## src/rtl/mem_lsu_if.sv

```systemverilog
// Core-side request/response and RAM-side port bundle of the load/store unit.
// slave is the LSU view; master is the core plus RAM view.
interface mem_lsu_if;
  logic        req_valid;
  logic        req_ready;
  logic        req_store;
  logic [2:0]  req_funct3;
  logic [31:0] req_addr;
  logic [31:0] req_wdata;
  logic        resp_valid;
  logic        resp_ready;
  logic [31:0] resp_rdata;
  logic        resp_err;
  logic [31:0] mem_addr;
  logic        mem_w_en;
  logic [31:0] mem_wdata;
  logic [31:0] mem_rdata;

  modport slave (
    input  req_valid, req_store, req_funct3, req_addr, req_wdata, resp_ready, mem_rdata,
    output req_ready, resp_valid, resp_rdata, resp_err, mem_addr, mem_w_en, mem_wdata
  );

  modport master (
    output req_valid, req_store, req_funct3, req_addr, req_wdata, resp_ready, mem_rdata,
    input  req_ready, resp_valid, resp_rdata, resp_err, mem_addr, mem_w_en, mem_wdata
  );
endinterface

```

## src/rtl/mem_lsu.sv

```systemverilog
// Single-outstanding load/store unit in front of a 4-byte-port data RAM.
// Sub-word stores go through read-modify-write; bad accesses never reach the RAM.
module mem_lsu #(
  parameter int unsigned RAM_BYTES = 4096
) (
  input  logic      i_clk,
  input  logic      i_rst,
  mem_lsu_if.slave  bus
);

  localparam int unsigned DW = 32;
  localparam int unsigned AW = 32;

  typedef enum logic [2:0] {
    S_IDLE,
    S_LOAD,
    S_RMW_RD,
    S_WRITE,
    S_RESP
  } state_t;

  state_t          r_state;
  logic [2:0]      r_f3;
  logic [AW-1:0]   r_addr;
  logic [15:0]     r_wdata;
  logic            r_req_ready;
  logic            r_resp_valid;
  logic [DW-1:0]   r_rdata;
  logic            r_err;
  logic            r_w_en;
  logic [DW-1:0]   r_mem_wdata;

  logic            w_f3_ok;
  logic            w_misalign;
  logic            w_range;
  logic            w_err;
  logic [DW-1:0]   w_load_ext;
  logic [DW-1:0]   w_merge;

  // Request legality, judged on the raw request inputs at accept time.
  always_comb begin
    w_f3_ok = 1'b0;
    if (bus.req_store) w_f3_ok = bus.req_funct3 inside {3'b000, 3'b001, 3'b010};
    else               w_f3_ok = bus.req_funct3 inside {3'b000, 3'b001, 3'b010, 3'b100, 3'b101};
    w_misalign = ((bus.req_funct3[1:0] == 2'b01) && bus.req_addr[0]) ||
                 ((bus.req_funct3[1:0] == 2'b10) && (bus.req_addr[1:0] != 2'b00));
    // 33-bit compare so addresses near 2^32 cannot wrap into range
    w_range = {1'b0, bus.req_addr} > 33'(RAM_BYTES - 4);
    w_err   = !w_f3_ok || w_misalign || w_range;
  end

  // Load extension and sub-word store merge from the RAM read word.
  always_comb begin
    w_load_ext = bus.mem_rdata;
    case (r_f3)
      3'b000:  w_load_ext = {{24{bus.mem_rdata[7]}}, bus.mem_rdata[7:0]};
      3'b100:  w_load_ext = {24'd0, bus.mem_rdata[7:0]};
      3'b001:  w_load_ext = {{16{bus.mem_rdata[15]}}, bus.mem_rdata[15:0]};
      3'b101:  w_load_ext = {16'd0, bus.mem_rdata[15:0]};
      default: w_load_ext = bus.mem_rdata;
    endcase
    if (r_f3[0]) w_merge = {bus.mem_rdata[31:16], r_wdata};
    else         w_merge = {bus.mem_rdata[31:8], r_wdata[7:0]};
  end

  always_ff @(posedge i_clk) begin
    if (i_rst) begin
      r_state      <= S_IDLE;
      r_f3         <= 3'd0;
      r_addr       <= '0;
      r_wdata      <= 16'd0;
      r_req_ready  <= 1'b1;
      r_resp_valid <= 1'b0;
      r_rdata      <= '0;
      r_err        <= 1'b0;
      r_w_en       <= 1'b0;
      r_mem_wdata  <= '0;
    end else begin
      case (r_state)
        S_IDLE: begin
          if (bus.req_valid) begin
            r_f3        <= bus.req_funct3;
            r_addr      <= bus.req_addr;
            r_wdata     <= bus.req_wdata[15:0];
            r_req_ready <= 1'b0;
            if (w_err) begin
              r_state      <= S_RESP;
              r_resp_valid <= 1'b1;
              r_err        <= 1'b1;
              r_rdata      <= '0;
            end else if (!bus.req_store) begin
              r_state <= S_LOAD;
            end else if (bus.req_funct3 == 3'b010) begin
              r_state     <= S_WRITE;
              r_w_en      <= 1'b1;
              r_mem_wdata <= bus.req_wdata;
            end else begin
              r_state <= S_RMW_RD;
            end
          end
        end
        S_LOAD: begin
          r_state      <= S_RESP;
          r_rdata      <= w_load_ext;
          r_err        <= 1'b0;
          r_resp_valid <= 1'b1;
        end
        S_RMW_RD: begin
          r_state     <= S_WRITE;
          r_mem_wdata <= w_merge;
          r_w_en      <= 1'b1;
        end
        S_WRITE: begin
          r_state      <= S_RESP;
          r_w_en       <= 1'b0;
          r_rdata      <= '0;
          r_err        <= 1'b0;
          r_resp_valid <= 1'b1;
        end
        S_RESP: begin
          if (bus.resp_ready) begin
            r_state      <= S_IDLE;
            r_resp_valid <= 1'b0;
            r_req_ready  <= 1'b1;
          end
        end
        default: r_state <= S_IDLE;
      endcase
    end
  end

  assign bus.req_ready  = r_req_ready;
  assign bus.resp_valid = r_resp_valid;
  assign bus.resp_rdata = r_rdata;
  assign bus.resp_err   = r_err;
  assign bus.mem_addr   = r_addr;
  // Reset overrides the write strobe so the reset edge never writes the RAM
  assign bus.mem_w_en   = r_w_en & ~i_rst;
  assign bus.mem_wdata  = r_mem_wdata;

endmodule

```

## src/flat_wrapper.sv

```systemverilog
// flat-port wrapper written by rule: the top's interface ports become plain ports
module mem_lsu_flat 
#(
  parameter int unsigned RAM_BYTES = 4096
)
  (i_clk, i_rst, bus_req_valid, bus_req_store, bus_req_funct3, bus_req_addr, bus_req_wdata, bus_resp_ready, bus_mem_rdata, bus_req_ready, bus_resp_valid, bus_resp_rdata, bus_resp_err, bus_mem_addr, bus_mem_w_en, bus_mem_wdata);
  mem_lsu_if bus_i ();
  input  logic i_clk;
  input  logic i_rst;
  input wire logic [$bits(bus_i.req_valid)-1:0] bus_req_valid;
  input wire logic [$bits(bus_i.req_store)-1:0] bus_req_store;
  input wire logic [$bits(bus_i.req_funct3)-1:0] bus_req_funct3;
  input wire logic [$bits(bus_i.req_addr)-1:0] bus_req_addr;
  input wire logic [$bits(bus_i.req_wdata)-1:0] bus_req_wdata;
  input wire logic [$bits(bus_i.resp_ready)-1:0] bus_resp_ready;
  input wire logic [$bits(bus_i.mem_rdata)-1:0] bus_mem_rdata;
  output wire logic [$bits(bus_i.req_ready)-1:0] bus_req_ready;
  output wire logic [$bits(bus_i.resp_valid)-1:0] bus_resp_valid;
  output wire logic [$bits(bus_i.resp_rdata)-1:0] bus_resp_rdata;
  output wire logic [$bits(bus_i.resp_err)-1:0] bus_resp_err;
  output wire logic [$bits(bus_i.mem_addr)-1:0] bus_mem_addr;
  output wire logic [$bits(bus_i.mem_w_en)-1:0] bus_mem_w_en;
  output wire logic [$bits(bus_i.mem_wdata)-1:0] bus_mem_wdata;
  assign bus_i.req_valid = bus_req_valid;
  assign bus_i.req_store = bus_req_store;
  assign bus_i.req_funct3 = bus_req_funct3;
  assign bus_i.req_addr = bus_req_addr;
  assign bus_i.req_wdata = bus_req_wdata;
  assign bus_i.resp_ready = bus_resp_ready;
  assign bus_i.mem_rdata = bus_mem_rdata;
  assign bus_req_ready = bus_i.req_ready;
  assign bus_resp_valid = bus_i.resp_valid;
  assign bus_resp_rdata = bus_i.resp_rdata;
  assign bus_resp_err = bus_i.resp_err;
  assign bus_mem_addr = bus_i.mem_addr;
  assign bus_mem_w_en = bus_i.mem_w_en;
  assign bus_mem_wdata = bus_i.mem_wdata;
  mem_lsu #(.RAM_BYTES(RAM_BYTES)) u_core (.i_clk(i_clk), .i_rst(i_rst), .bus(bus_i));
endmodule
```

## config.mk

```make
export PLATFORM = sky130hd
export DESIGN_NAME = mem_lsu_flat
export DESIGN_NICKNAME = d
export VERILOG_FILES = /design/src/rtl/mem_lsu_if.sv /design/src/rtl/mem_lsu.sv /design/src/flat_wrapper.sv
export SDC_FILE = /design/constraint.sdc
export NUM_CORES = 1
export LEC_CHECK = 0
export ABC_CLOCK_PERIOD_IN_PS = 2700
export BUFFER_PORTS_ARGS = -buffer_cell sky130_fd_sc_hd__buf_4
export CAP_MARGIN = 5
export CORE_MARGIN = 2
export CORE_UTILIZATION = 43
export DETAILED_ROUTE_END_ITERATION = 12
export HOLD_SLACK_MARGIN = 0.02
export PLACE_DENSITY = 0.72
export SETUP_SLACK_MARGIN = 0.1
export SLEW_MARGIN = 20
export SYNTH_ARGS = -nofsm -noshare
export SYNTH_HDL_FRONTEND = slang
export SYNTH_SLANG_ARGS = --single-unit
export TNS_END_PERCENT = 1
```

## constraint.sdc

```tcl
create_clock -name i_clk -period 2.7 [get_ports i_clk]
set_input_delay 0 -clock i_clk [delete_from_list [all_inputs] [get_ports i_clk]]
set_output_delay 0 -clock i_clk [all_outputs]
set_load 0.005 [all_outputs]
```

==> out/summary.txt, run 1 <==
SETUP PATH
------------------------------------------------------------------------------
Critical Path AT                                                       2.78 ns
Worst EP required                                                      2.99 ns
Ordered cell list for the critical path                           dlygate4sd3_1 -> buf_4 -> nor4_1 -> and4_1 -> and4_1 -> or2_2 -> buf_6 -> a311oi_2 -> dlygate4sd3_1
Largest fanout on the critical path                                         33
Crit path buffers/inverters                                                  4
Category of the critical setup timing path                           in -> reg
Gate family responsible for the most delay along the worst path   buffers and inverters
Critical path's slowest cell                                      sky130_fd_sc_hd__dlygate4sd3_1
Element type at the critical path start                              input pin
Type of element capturing the critical path                          flip-flop
Stage delay of the slowest cell on the critical path                   0.60 ns

FLOORPLAN
------------------------------------------------------------------------------
Height of the die                                                       112 um
Die area                                                             12600 um2
Number of standard-cell rows in the floorplan                               39
Die X                                                                   112 um
Initial core utilization                                                 44.1%
Ports placed on the boundary                                               204
CORE AREA                                                            11500 um2

GLOBAL ROUTE
------------------------------------------------------------------------------
Wire length of the first global-routing pass                          26300 um
Total routing usage reported by global routing                           25.7%
Antenna violations before repair                                             0
Vias in the first global route                                            5370
Pin count of the biggest net entering global routing                        69
GRT overflow                                                                 0

STA
------------------------------------------------------------------------------
Transition time of the tightest slew-check pin                        0.918 ns
Highest clock frequency the design can meet                          0.400 GHz
Number of setup violations in the final report                               0
Share of the clock period used by the worst path                         92.5%
Minimum period implied by the final worst setup slack                  2.50 ns
Unrepaired setup endpoints after global routing                             no
Slew HR                                                                  38.6%
Final Skew                                                          0.00796 ns
Count of final max-slew check failures                                       0
Number of hold-slack violations in the final timing report                   0
Setup Total Neg Slack                                                     0 ns

CLOCKING
------------------------------------------------------------------------------
Total clock buffers created by CTS                                          17
Clock root cell                                                   sky130_fd_sc_hd__clkbuf_16
CTS H-tree lvls                                                              4
Clk slew on worst S/H paths                                            0.05 ns
Maximum count of clock buffers along a single path                           2
Setup Buffers After CTS                                                      0
CTS Sinks                                                                  122
Skew-Pair Late Insertion Delay                                         0.41 ns
Clock tree from TritonCTS                                                  yes

YOSYS
------------------------------------------------------------------------------
Number of synthesized flops with an enable pin                               0
Share of flip-flops with an asynchronous set or reset                       0%
Post-synthesis net count                                                   697
Warnings from Yosys                                                          0
Share of the yosys chip area belonging to registers                      48.3%
Number of storage elements in the synthesis netlist                        122
Syn_area_per_cell                                                     8.53 um2
Most used flip-flop cell after synthesis                          sky130_fd_sc_hd__dfxtp_1
Cell area after synthesis                                             5060 um2
Netlist cell types                                                          35
Cell count after synthesis                                                 593

LAYOUT
------------------------------------------------------------------------------
Number of diodes                                                             0
Growth of design area from synthesis to finish                           62.9%
Count of non-filler cells in the finished layout                          1032
Filler cell count in the final layout                                      854
Most common cell after layout, fill and taps aside                sky130_fd_sc_hd__buf_4
Final Core Density                                                       71.9%
Layout cells sized above 1                                               30.5%
Highest-count cells in the layout ignoring fill and taps          sky130_fd_sc_hd__buf_4 (214), sky130_fd_sc_hd__nand2_1 (161), sky130_fd_sc_hd__dfxtp_1 (122)
Final net count                                                            981
Final Instance Area                                                   8240 um2

PLACEMENT
------------------------------------------------------------------------------
Post-placement cell count                                                  899
HPWL after detailed placement                                         10300 um
RD Place Congestion                                                      0.834
Standard cell area after detailed placement                           6650 um2
Port buffer count                                                          203

ROUTE
------------------------------------------------------------------------------
Initial DRC count                                                          453
Via count                                                                 5464
Post-detailed-routing wire length                                     16500 um
WL per Instance                                                        16.0 um
Number of nets with antenna violations after detailed routing                0
DRC violation count after routing                                            0
Router iterations before antenna repair                                      5
Vias per Instance                                                         5.29

PWR
------------------------------------------------------------------------------
LEAKAGE                                                                3.50 nW
Ratio of total power to cell area                                   559 nW/um2
Worst vdd rail ir drop                                              0.000626 V
Overall power of the completed layout                                0.00461 W

FLOW RUN
------------------------------------------------------------------------------
Max-cap violation count                                                      0

WORST HOLD PATH
------------------------------------------------------------------------------
Path category of the worst min-delay check                           in -> reg

OUTCOME
------------------------------------------------------------------------------
Run status                                                        finished clean

-- kinds of logic after synthesis --
family | synth area share, %
buffers and inverters | 4.58
multiplexers | 1.78
AO/OA/AOI/OAI | 22.5
flip-flops | 48.3
AND/OR/NAND/NOR | 22.9
-- registers in the layout, indices dropped and copies added (netlist names) --
| register | cells |
|---|---|
| u_core.r_w_en | 1 |
| u_core.bus.mem_addr | 32 |
| u_core.r_state | 3 |
| u_core.r_wdata | 16 |
| u_core.bus.req_ready | 1 |
| u_core.bus.resp_valid | 1 |
| u_core.bus.resp_err | 1 |
| u_core.r_f3 | 3 |
| u_core.bus.mem_wdata | 32 |
| u_core.bus.resp_rdata | 32 |
-- power by group --
| part | switching, W | internal [W] |
|---|---|---|
| sequential | 0.0000321 | 0.00185 |
| combinational | 0.000240 | 0.000303 |
| clock | 0.000784 | 0.00140 |
-- per-stage QoR --
step	hold slack [ns]	worst slack (ns)
3_3_place_gp	0.221	0.732
6_report	0.0813	0.202
3_5_place_dp	0.223	0.601
5_1_grt	0.103	0.103
2_1_floorplan	0.133	0.791
4_1_cts	0.0679	0.182
-- area by class of cell --
type,count,area [um2],share of cell area [%]
Multi-Input combinational cell,417,2400,29.2
Clock inverter,8,95.1,1.15
Sequential cell,122,2440,29.6
Tap cell,143,179,2.17
Clock buffer,23,468,5.68
Timing Repair Buffer,318,2650,32.2
Inverter,1,3.75,0.0455
-- per-layer routing --
layer  vias up  wire (um)  global-route usage (%)  share of wire, %
met1      2576       6640                    30.0                40
met4         0        306                    9.43               1.9
li1       2635          -                       -                 -
met3        26       1110                    5.99               6.7
met5         -          0                       0                 0
met2       227       8460                    45.9                51
-- worst paths after layout --
check	slack, ns	to	depth (start not counted)	start
worst max-delay path	0.20	u_core.bus.mem_wdata[17]$_SDFFE_PP0P_	9	bus_req_addr[15]
worst min-delay path	0.08	u_core.r_state[1]$_SDFFE_PP0P_	4	bus_req_valid
worst max register to register	0.27	u_core.bus.mem_wdata[17]$_SDFFE_PP0P_	7	u_core.r_state[2]$_SDFFE_PP0P_
worst min register to register	0.45	u_core.bus.req_ready$_SDFFE_PP1P_	2	u_core.bus.req_ready$_SDFFE_PP1P_
-- tightest hold or removal path, cell delays in order --
cell                     delay, ns
sky130_fd_sc_hd__buf_4        0.13
sky130_fd_sc_hd__nor3_1       0.11
sky130_fd_sc_hd__or3_1        0.15
sky130_fd_sc_hd__nor2_1       0.05
-- synth_stat cells (2+ instances only) --
library cell	number	area share (%)
sky130_fd_sc_hd__a211oi_1	8	1.2
sky130_fd_sc_hd__a21oi_1	59	5.8
sky130_fd_sc_hd__a22o_1	16	2.8
sky130_fd_sc_hd__a311oi_1	3	0.52
sky130_fd_sc_hd__a311oi_2	21	6.2
sky130_fd_sc_hd__and4_1	4	0.69
sky130_fd_sc_hd__buf_1	2	0.15
sky130_fd_sc_hd__buf_2	8	0.79
sky130_fd_sc_hd__buf_6	2	0.45
sky130_fd_sc_hd__clkbuf_1	40	3.0
sky130_fd_sc_hd__dfxtp_1	122	48
sky130_fd_sc_hd__mux2i_1	9	1.8
sky130_fd_sc_hd__nand2_1	162	12
sky130_fd_sc_hd__nand2b_1	9	1.1
sky130_fd_sc_hd__nand4_1	3	0.37
sky130_fd_sc_hd__nor2_1	14	1.0
sky130_fd_sc_hd__nor2b_1	19	2.3
sky130_fd_sc_hd__nor3_1	27	2.7
sky130_fd_sc_hd__nor3b_1	2	0.30
sky130_fd_sc_hd__nor4_1	5	0.62
sky130_fd_sc_hd__o21ai_0	19	1.9
sky130_fd_sc_hd__o21ai_1	9	0.89
sky130_fd_sc_hd__o2bb2ai_1	16	2.8
sky130_fd_sc_hd__or3_1	3	0.37
-- timing repair --
action	4_1_cts	5_1_grt
hold endpoints to repair	117	0
setup endpoints to repair	0	1
hold buffers	102	0
resized for setup	0	2
Power figures use the tool's default switching activity.
==> run 2, diff against run 1 <==
ABC_CLOCK_PERIOD_IN_PS = 2300   (was 2700)
clock period = 2.3 ns   (was 2.7 ns; I/O delays follow)
==> run 2 against run 1 <==
  * Via count grew 0.22%
  * Design area grew 0.21%
  * Utilization grew 0.15 points
  * Critical path depth shrank 1
  * Clock skew shrank 0.00056 ns
  * Setup slack gained 0.14 ns
  * Register-to-register slack gained 0.11 ns
  * Critical path type unchanged
  * Global-route usage grew 0.31 points
  * Hold slack gained 0.0086 ns
  * Sequential share of layout area shrank 0.063 points
  * Cell count is the same
==> out/summary.txt, run 2 (synthesis gave the netlist of run 1 again) <==
OUTCOME
----------------------------------------------------------------------------
Run status                                                      finished clean

FLOW RUN
----------------------------------------------------------------------------
Max-cap violation count                                                    0

WORST HOLD PATH
----------------------------------------------------------------------------
Worst hold start                                                       i_rst
Worst min-delay path endpoint                                   u_core.r_wdata[14]$_SDFFE_PP0P_
Path category of the worst min-delay check                         in -> reg
Worst Hold Path Cells                                                      2

ROUTE
----------------------------------------------------------------------------
WL per Instance                                                      16.0 um
Met3 WL                                                              1030 um
Via count                                                               5476
DRC violation count after routing                                          0
Number of nets with antenna violations after detailed routing              0
Amount of wire on met2 after detailed routing                        8300 um
Router iterations before antenna repair                                    5
Topmost layer with routed signal wires                                  met4
M1 wire length                                                       6780 um
Post-detailed-routing wire length                                   16600 um
Initial DRC count                                                        325
Vias per Instance                                                       5.31

PWR
----------------------------------------------------------------------------
Worst vdd rail ir drop                                            0.000554 V
Clk pwr share                                                          45.9%
Combinational power share                                              12.2%
Sequential cell fraction of total power                                41.9%
Internal Power                                                     0.00410 W
Net switching power of the design                                  0.00118 W
LEAKAGE                                                              3.51 nW
Switching portion of total power                                       22.4%
Ratio of total power to cell area                                 640 nW/um2

FLOORPLAN
----------------------------------------------------------------------------
Initial core utilization                                               44.1%
CORE AREA                                                          11500 um2
Die X                                                                 112 um
Number of standard-cell rows in the floorplan                             39
Ports placed on the boundary                                             204
Height of the die                                                     112 um
Die area                                                           12600 um2

CLOCKING
----------------------------------------------------------------------------
Skew-Pair Late Insertion Delay                                       0.41 ns
Quantity of gates resized following cts                                    0
Maximum count of clock buffers along a single path                         2
CTS Sinks                                                                122
Clk slew on worst S/H paths                                          0.05 ns
Clock tree from TritonCTS                                                yes
Clock root cell                                                 sky130_fd_sc_hd__clkbuf_16
Setup Buffers After CTS                                                    0
Total clock buffers created by CTS                                        17
CTS H-tree lvls                                                            4
CTS Hold Bufs                                                            101

SETUP PATH
----------------------------------------------------------------------------
Ordered cell list for the critical path                         dlygate4sd3_1 -> buf_4 -> nor4_1 -> and4_1 -> and4_1 -> buf_4 -> nor3_1 -> a311oi_2
Type of element capturing the critical path                        flip-flop
Largest fanout on the critical path                                       24
Critical Path AT                                                     2.26 ns
Stage delay of the slowest cell on the critical path                 0.54 ns
Critical path's slowest cell                                    sky130_fd_sc_hd__dlygate4sd3_1
Worst EP required                                                    2.61 ns
Worst-case register-to-register setup slack                          0.38 ns
Length in cells of the worst reg-to-reg path                               6
Reg2Reg Launch Point                                            u_core.r_state[2]$_SDFFE_PP0P_
Reg-to-reg endpoint                                             u_core.bus.mem_wdata[5]$_SDFFE_PP0P_
Element type at the critical path start                            input pin
Category of the critical setup timing path                         in -> reg

PLACEMENT
----------------------------------------------------------------------------
RD Place Congestion                                                    0.812
Port buffer count                                                        203
Standard cell area after detailed placement                         6700 um2
HPWL after detailed placement                                       10300 um

STA
----------------------------------------------------------------------------
Count of final max-slew check failures                                     0
Setup Total Neg Slack                                                   0 ns
Final Skew                                                        0.00740 ns
Transition time of the tightest slew-check pin                      0.569 ns
Number of setup violations in the final report                             0
Share of the clock period used by the worst path                       84.9%
Minimum period implied by the final worst setup slack                1.95 ns
Number of hold-slack violations in the final timing report                 0
Unrepaired setup endpoints after global routing                           no
Highest clock frequency the design can meet                        0.512 GHz
Slew HR                                                                62.0%

LAYOUT
----------------------------------------------------------------------------
Highest-count cells in the layout ignoring fill and taps        sky130_fd_sc_hd__buf_4 (215), sky130_fd_sc_hd__nand2_1 (161), sky130_fd_sc_hd__dfxtp_1 (122)
Storage element area                                                2440 um2
Final Instance Area                                                 8260 um2
Layout cells sized above 1                                             30.5%
Most common cell after layout, fill and taps aside              sky130_fd_sc_hd__buf_4
Number of diodes                                                           0
Footprint of the multi-input gates                                  2400 um2
Final net count                                                          982
Growth of design area from synthesis to finish                         63.3%
Filler cell count in the final layout                                    836

GLOBAL ROUTE
----------------------------------------------------------------------------
Antenna violations before repair                                           0
GRT overflow                                                               0
Total routing usage reported by global routing                         26.0%
Wire length of the first global-routing pass                        26700 um
Vias in the first global route                                          5386
Pin count of the biggest net entering global routing                      53

run 2: through the flow:
stage	instances	setup slack [ns]	utilization, %	hold slack (ns)	power (W)
5_1_grt	1032	0.238	72.0	0.0994	0.00550
6_report	1032	0.347	72.0	0.0899	0.00528
3_5_place_dp	901	0.373	58.5	0.220	0.00275
4_1_cts	1032	0.367	72.0	0.0736	0.00532
3_3_place_gp	901	0.486	58.5	0.221	0.00273
2_1_floorplan	593	0.391	-	0.133	0.00246
run 2: worst max path at each step:
stage	from	end	slack, ns	cells past startpoint
after floorplan	u_core.r_state[2]$_SDFFE_PP0P_	u_core.bus.mem_wdata[19]$_SDFFE_PP0P_	0.39	9
after global placement	u_core.r_state[0]$_SDFFE_PP0P_	u_core.bus.mem_wdata[5]$_SDFFE_PP0P_	0.49	6
after detailed placement	u_core.r_state[2]$_SDFFE_PP0P_	u_core.bus.mem_wdata[5]$_SDFFE_PP0P_	0.37	6
after CTS	u_core.r_state[2]$_SDFFE_PP0P_	u_core.bus.mem_wdata[5]$_SDFFE_PP0P_	0.37	6
after global routing	u_core.r_state[0]$_SDFFE_PP0P_	u_core.bus.mem_wdata[5]$_SDFFE_PP0P_	0.24	6
final	bus_req_addr[25]	u_core.bus.mem_wdata[16]$_SDFFE_PP0P_	0.35	8
run 2: per-layer routing:
metal  vias to the layer above  track usage (%)
li1                       2639                -
met1                      2586             31.3
met2                       211             44.3
met3                        40             6.59
met4                         0             10.9
met5                         -                0
run 2: power by group through the flow:
stage / Clock (W) / Combinational (W) / Sequential (W)
floorplan: 0 / 0.000216 / 0.00225
global placement: 0 / 0.000482 / 0.00225
detailed placement: 0 / 0.000493 / 0.00225
CTS: 0.00248 / 0.000636 / 0.00221
global route: 0.00258 / 0.000700 / 0.00222
finish: 0.00242 / 0.000647 / 0.00221
run 2: worst max-delay path, delay by kind of cell:
kind | cells | cell delay (ns)
and+or+nand+nor | 4 | 1.01
buffers and inverters | 3 | 0.97
AOI/OAI and AO/OA | 1 | 0.27
run 2: layout make-up:
type	count	area share, %
clock inverter	1	0.0606
tap	143	2.17
timing repair buffer	319	32.5
multi-input combinational	417	29.1
sequential	122	29.6
clock buffer	29	6.54
inverter	1	0.0454
==> run 3, diff against run 2 <==
ABC_CLOCK_PERIOD_IN_PS = 1600   (was 2300)
PLACE_DENSITY = 0.75   (was 0.72)
clock period = 1.6 ns   (was 2.3 ns; I/O delays follow)
==> run 3 against run 2 <==
  * The flow now finishes with violations (negative setup slack)
  * Register-to-register slack worse by 0.44 ns
  * Count of clock-buffer cells in the layout is 2 lower
  * Via count increased by 1.7%
  * Critical path type is now reg -> reg
  * Highest routed layer unchanged
==> out/summary.txt, run 3 (synthesis gave the netlist of run 1 again) <==
ROUTE
----------------------------------------------------------------------------
WL per Instance                                                      16.4 um
Via count                                                               5569
Post-detailed-routing wire length                                   17300 um
DRC violation count after routing                                          0
Number of nets with antenna violations after detailed routing              0
Initial DRC count                                                        257
Router iterations before antenna repair                                    5
Vias per Instance                                                       5.28

SETUP PATH
----------------------------------------------------------------------------
End point of the critical path                                  u_core.bus.mem_wdata[10]$_SDFFE_PP0P_
Type of element capturing the critical path                        flip-flop
Worst-case register-to-register setup slack                         -0.06 ns
Reg-to-reg endpoint                                             u_core.bus.mem_wdata[10]$_SDFFE_PP0P_
Category of the critical setup timing path                        reg -> reg
Critical Path AT                                                     1.99 ns
Largest fanout on the critical path                                        8
Reg2Reg Launch Point                                            u_core.r_state[1]$_SDFFE_PP0P_
Length in cells of the worst reg-to-reg path                               8
Element type at the critical path start                            flip-flop
First element of the critical path                              u_core.r_state[1]$_SDFFE_PP0P_
Worst EP required                                                    1.94 ns

FLOORPLAN
----------------------------------------------------------------------------
CORE AREA                                                          11500 um2
Die area                                                           12600 um2
Die X                                                                 112 um
Number of standard-cell rows in the floorplan                             39
Height of the die                                                     112 um
Initial core utilization                                               44.1%
Ports placed on the boundary                                             204

PWR
----------------------------------------------------------------------------
Switching portion of total power                                       22.9%
Worst vdd rail ir drop                                            0.000832 V
Sequential cell fraction of total power                                42.6%
Internal Power                                                     0.00575 W
Clk pwr share                                                          44.4%
Net switching power of the design                                  0.00171 W
Combinational power share                                              13.0%
LEAKAGE                                                              3.66 nW
Ratio of total power to cell area                                 869 nW/um2

LAYOUT
----------------------------------------------------------------------------
Number of diodes                                                           0
Layout cells sized above 1                                             33.0%
Highest-count cells in the layout ignoring fill and taps        sky130_fd_sc_hd__buf_4 (225), sky130_fd_sc_hd__nand2_1 (161), sky130_fd_sc_hd__dfxtp_1 (119)
Count of non-filler cells in the finished layout                        1055
Most common cell after layout, fill and taps aside              sky130_fd_sc_hd__buf_4
Final Instance Area                                                 8570 um2
Growth of design area from synthesis to finish                         69.5%
Final net count                                                         1005
Filler cell count in the final layout                                    779

PLACEMENT
----------------------------------------------------------------------------
HPWL after detailed placement                                       10700 um
RD Place Congestion                                                    0.793
Post-placement cell count                                                916
Standard cell area after detailed placement                         6830 um2
Port buffer count                                                        203

STA
----------------------------------------------------------------------------
Unrepaired setup endpoints after global routing                          yes
Count of final max-slew check failures                                     0
Slew HR                                                                65.8%
Transition time of the tightest slew-check pin                      0.514 ns
Final setup slack of the worst path                               -0.0558 ns
Highest clock frequency the design can meet                        0.604 GHz
Number of setup violations in the final report                            32
Number of hold-slack violations in the final timing report                 0
Final Skew                                                         0.0169 ns
Minimum period implied by the final worst setup slack                1.66 ns
Share of the clock period used by the worst path                        103%

CLOCKING
----------------------------------------------------------------------------
CTS Sinks                                                                122
Skew-Pair Late Insertion Delay                                       0.41 ns
Maximum count of clock buffers along a single path                         2
Clk slew on worst S/H paths                                          0.05 ns
Clock root cell                                                 sky130_fd_sc_hd__clkbuf_16
Clock tree from TritonCTS                                                yes
Total clock buffers created by CTS                                        17
CTS H-tree lvls                                                            4

GLOBAL ROUTE
----------------------------------------------------------------------------
Antenna violations before repair                                           0
GRT overflow                                                               0
Total routing usage reported by global routing                         27.3%
Pin count of the biggest net entering global routing                      52
Vias in the first global route                                          5671
Wire length of the first global-routing pass                        27800 um

WORST HOLD PATH
----------------------------------------------------------------------------
Path category of the worst min-delay check                         in -> reg

FLOW RUN
----------------------------------------------------------------------------
Max-cap violation count                                                    0

OUTCOME
----------------------------------------------------------------------------
Failing checks                                                  negative setup slack
Run status                                                      finished, violations left

-- run 3: changes by cell type in the layout (fill, tap and decap cells not counted), moves of 3 or more --
cell                       delta
sky130_fd_sc_hd__nor3_1       -5
sky130_fd_sc_hd__dfxtp_2      +3
sky130_fd_sc_hd__o21ai_1      +6
sky130_fd_sc_hd__buf_6        +5
sky130_fd_sc_hd__buf_4       +10
sky130_fd_sc_hd__nor3_2       +4
sky130_fd_sc_hd__clkbuf_8     -4
sky130_fd_sc_hd__dfxtp_1      -3
sky130_fd_sc_hd__buf_12       +4
sky130_fd_sc_hd__o21ai_0      -7
-- run 3: repair_timing --
action / CTS / global route
pin swaps: 6 / 26
cloned: 2 / 1
endpoints found under the setup margin: 115 / 115
hold buffers: 102 / 0
resized for setup: 15 / 18
hold endpoints to repair: 118 / 0
setup buffers: 3 / 1
-- run 3: final cells by class --
class / instances / area, um2 / area share, %
Multi-Input combinational cell: 417 / 2450 / 28.6
Tap cell: 143 / 179 / 2.09
Sequential cell: 122 / 2450 / 28.5
Clock buffer: 27 / 493 / 5.75
Timing Repair Buffer: 342 / 2990 / 34.8
Clock inverter: 3 / 15.0 / 0.175
Inverter: 1 / 3.75 / 0.0438
-- run 3: worst min-delay path by stage --
stage                     slack, ns  cells past startpoint                               endpoint              from
after floorplan                0.13                      1  u_core.bus.resp_rdata[0]$_SDFFE_PP0P_  bus_mem_rdata[0]
after global placement         0.22                      2  u_core.bus.resp_rdata[0]$_SDFFE_PP0P_  bus_mem_rdata[0]
after detailed placement       0.22                      2  u_core.bus.resp_rdata[5]$_SDFFE_PP0P_  bus_mem_rdata[5]
after CTS                      0.04                      4         u_core.r_state[0]$_SDFFE_PP0P_     bus_req_valid
after global routing           0.08                      4         u_core.r_state[0]$_SDFFE_PP0P_     bus_req_valid
final                          0.04                      4         u_core.r_state[1]$_SDFFE_PP0P_     bus_req_valid
-- run 3: worst max-delay path: stages, from the launching register on --
cell and delay, ns:
sky130_fd_sc_hd__dfxtp_2 0.33, sky130_fd_sc_hd__nor4b_4 0.28, sky130_fd_sc_hd__and3_1 0.20, sky130_fd_sc_hd__and4_4 0.25
sky130_fd_sc_hd__buf_6 0.13, sky130_fd_sc_hd__buf_16 0.12, sky130_fd_sc_hd__buf_12 0.12, sky130_fd_sc_hd__o21ai_0 0.07
sky130_fd_sc_hd__o21ai_1 0.08
-- run 3: power by group through the flow --
stage	combinational, W	clock, W	sequential [W]
floorplan	0.000309	0	0.00323
global placement	0.000709	0	0.00323
detailed placement	0.000733	0	0.00323
CTS	0.000939	0.00337	0.00317
global route	0.00105	0.00353	0.00318
finish	0.000967	0.00331	0.00318
-- run 3: per-stage QoR --
step           setup TNS (ns)  setup WS [ns]  power (W)  hold WS (ns)  util (%)
6_report               -0.898        -0.0558    0.00745        0.0438      74.8
5_1_grt                 -4.21         -0.118    0.00776        0.0831      74.8
4_1_cts                 -1.14        -0.0666    0.00748        0.0357      73.9
3_5_place_dp            -2.69         -0.120    0.00397         0.223      59.6
3_3_place_gp            -1.14        -0.0672    0.00394         0.221      59.6
2_1_floorplan           -9.49         -0.230    0.00354         0.133         -
-- run 3: layer usage --
metal	vias up	GRT usage, %	part of all wire [%]
met1	2639	31.1	40
met3	29	7.29	6.5
met4	0	11.1	1.9
li1	2690	-	-
met5	-	0	0
met2	211	48.3	52
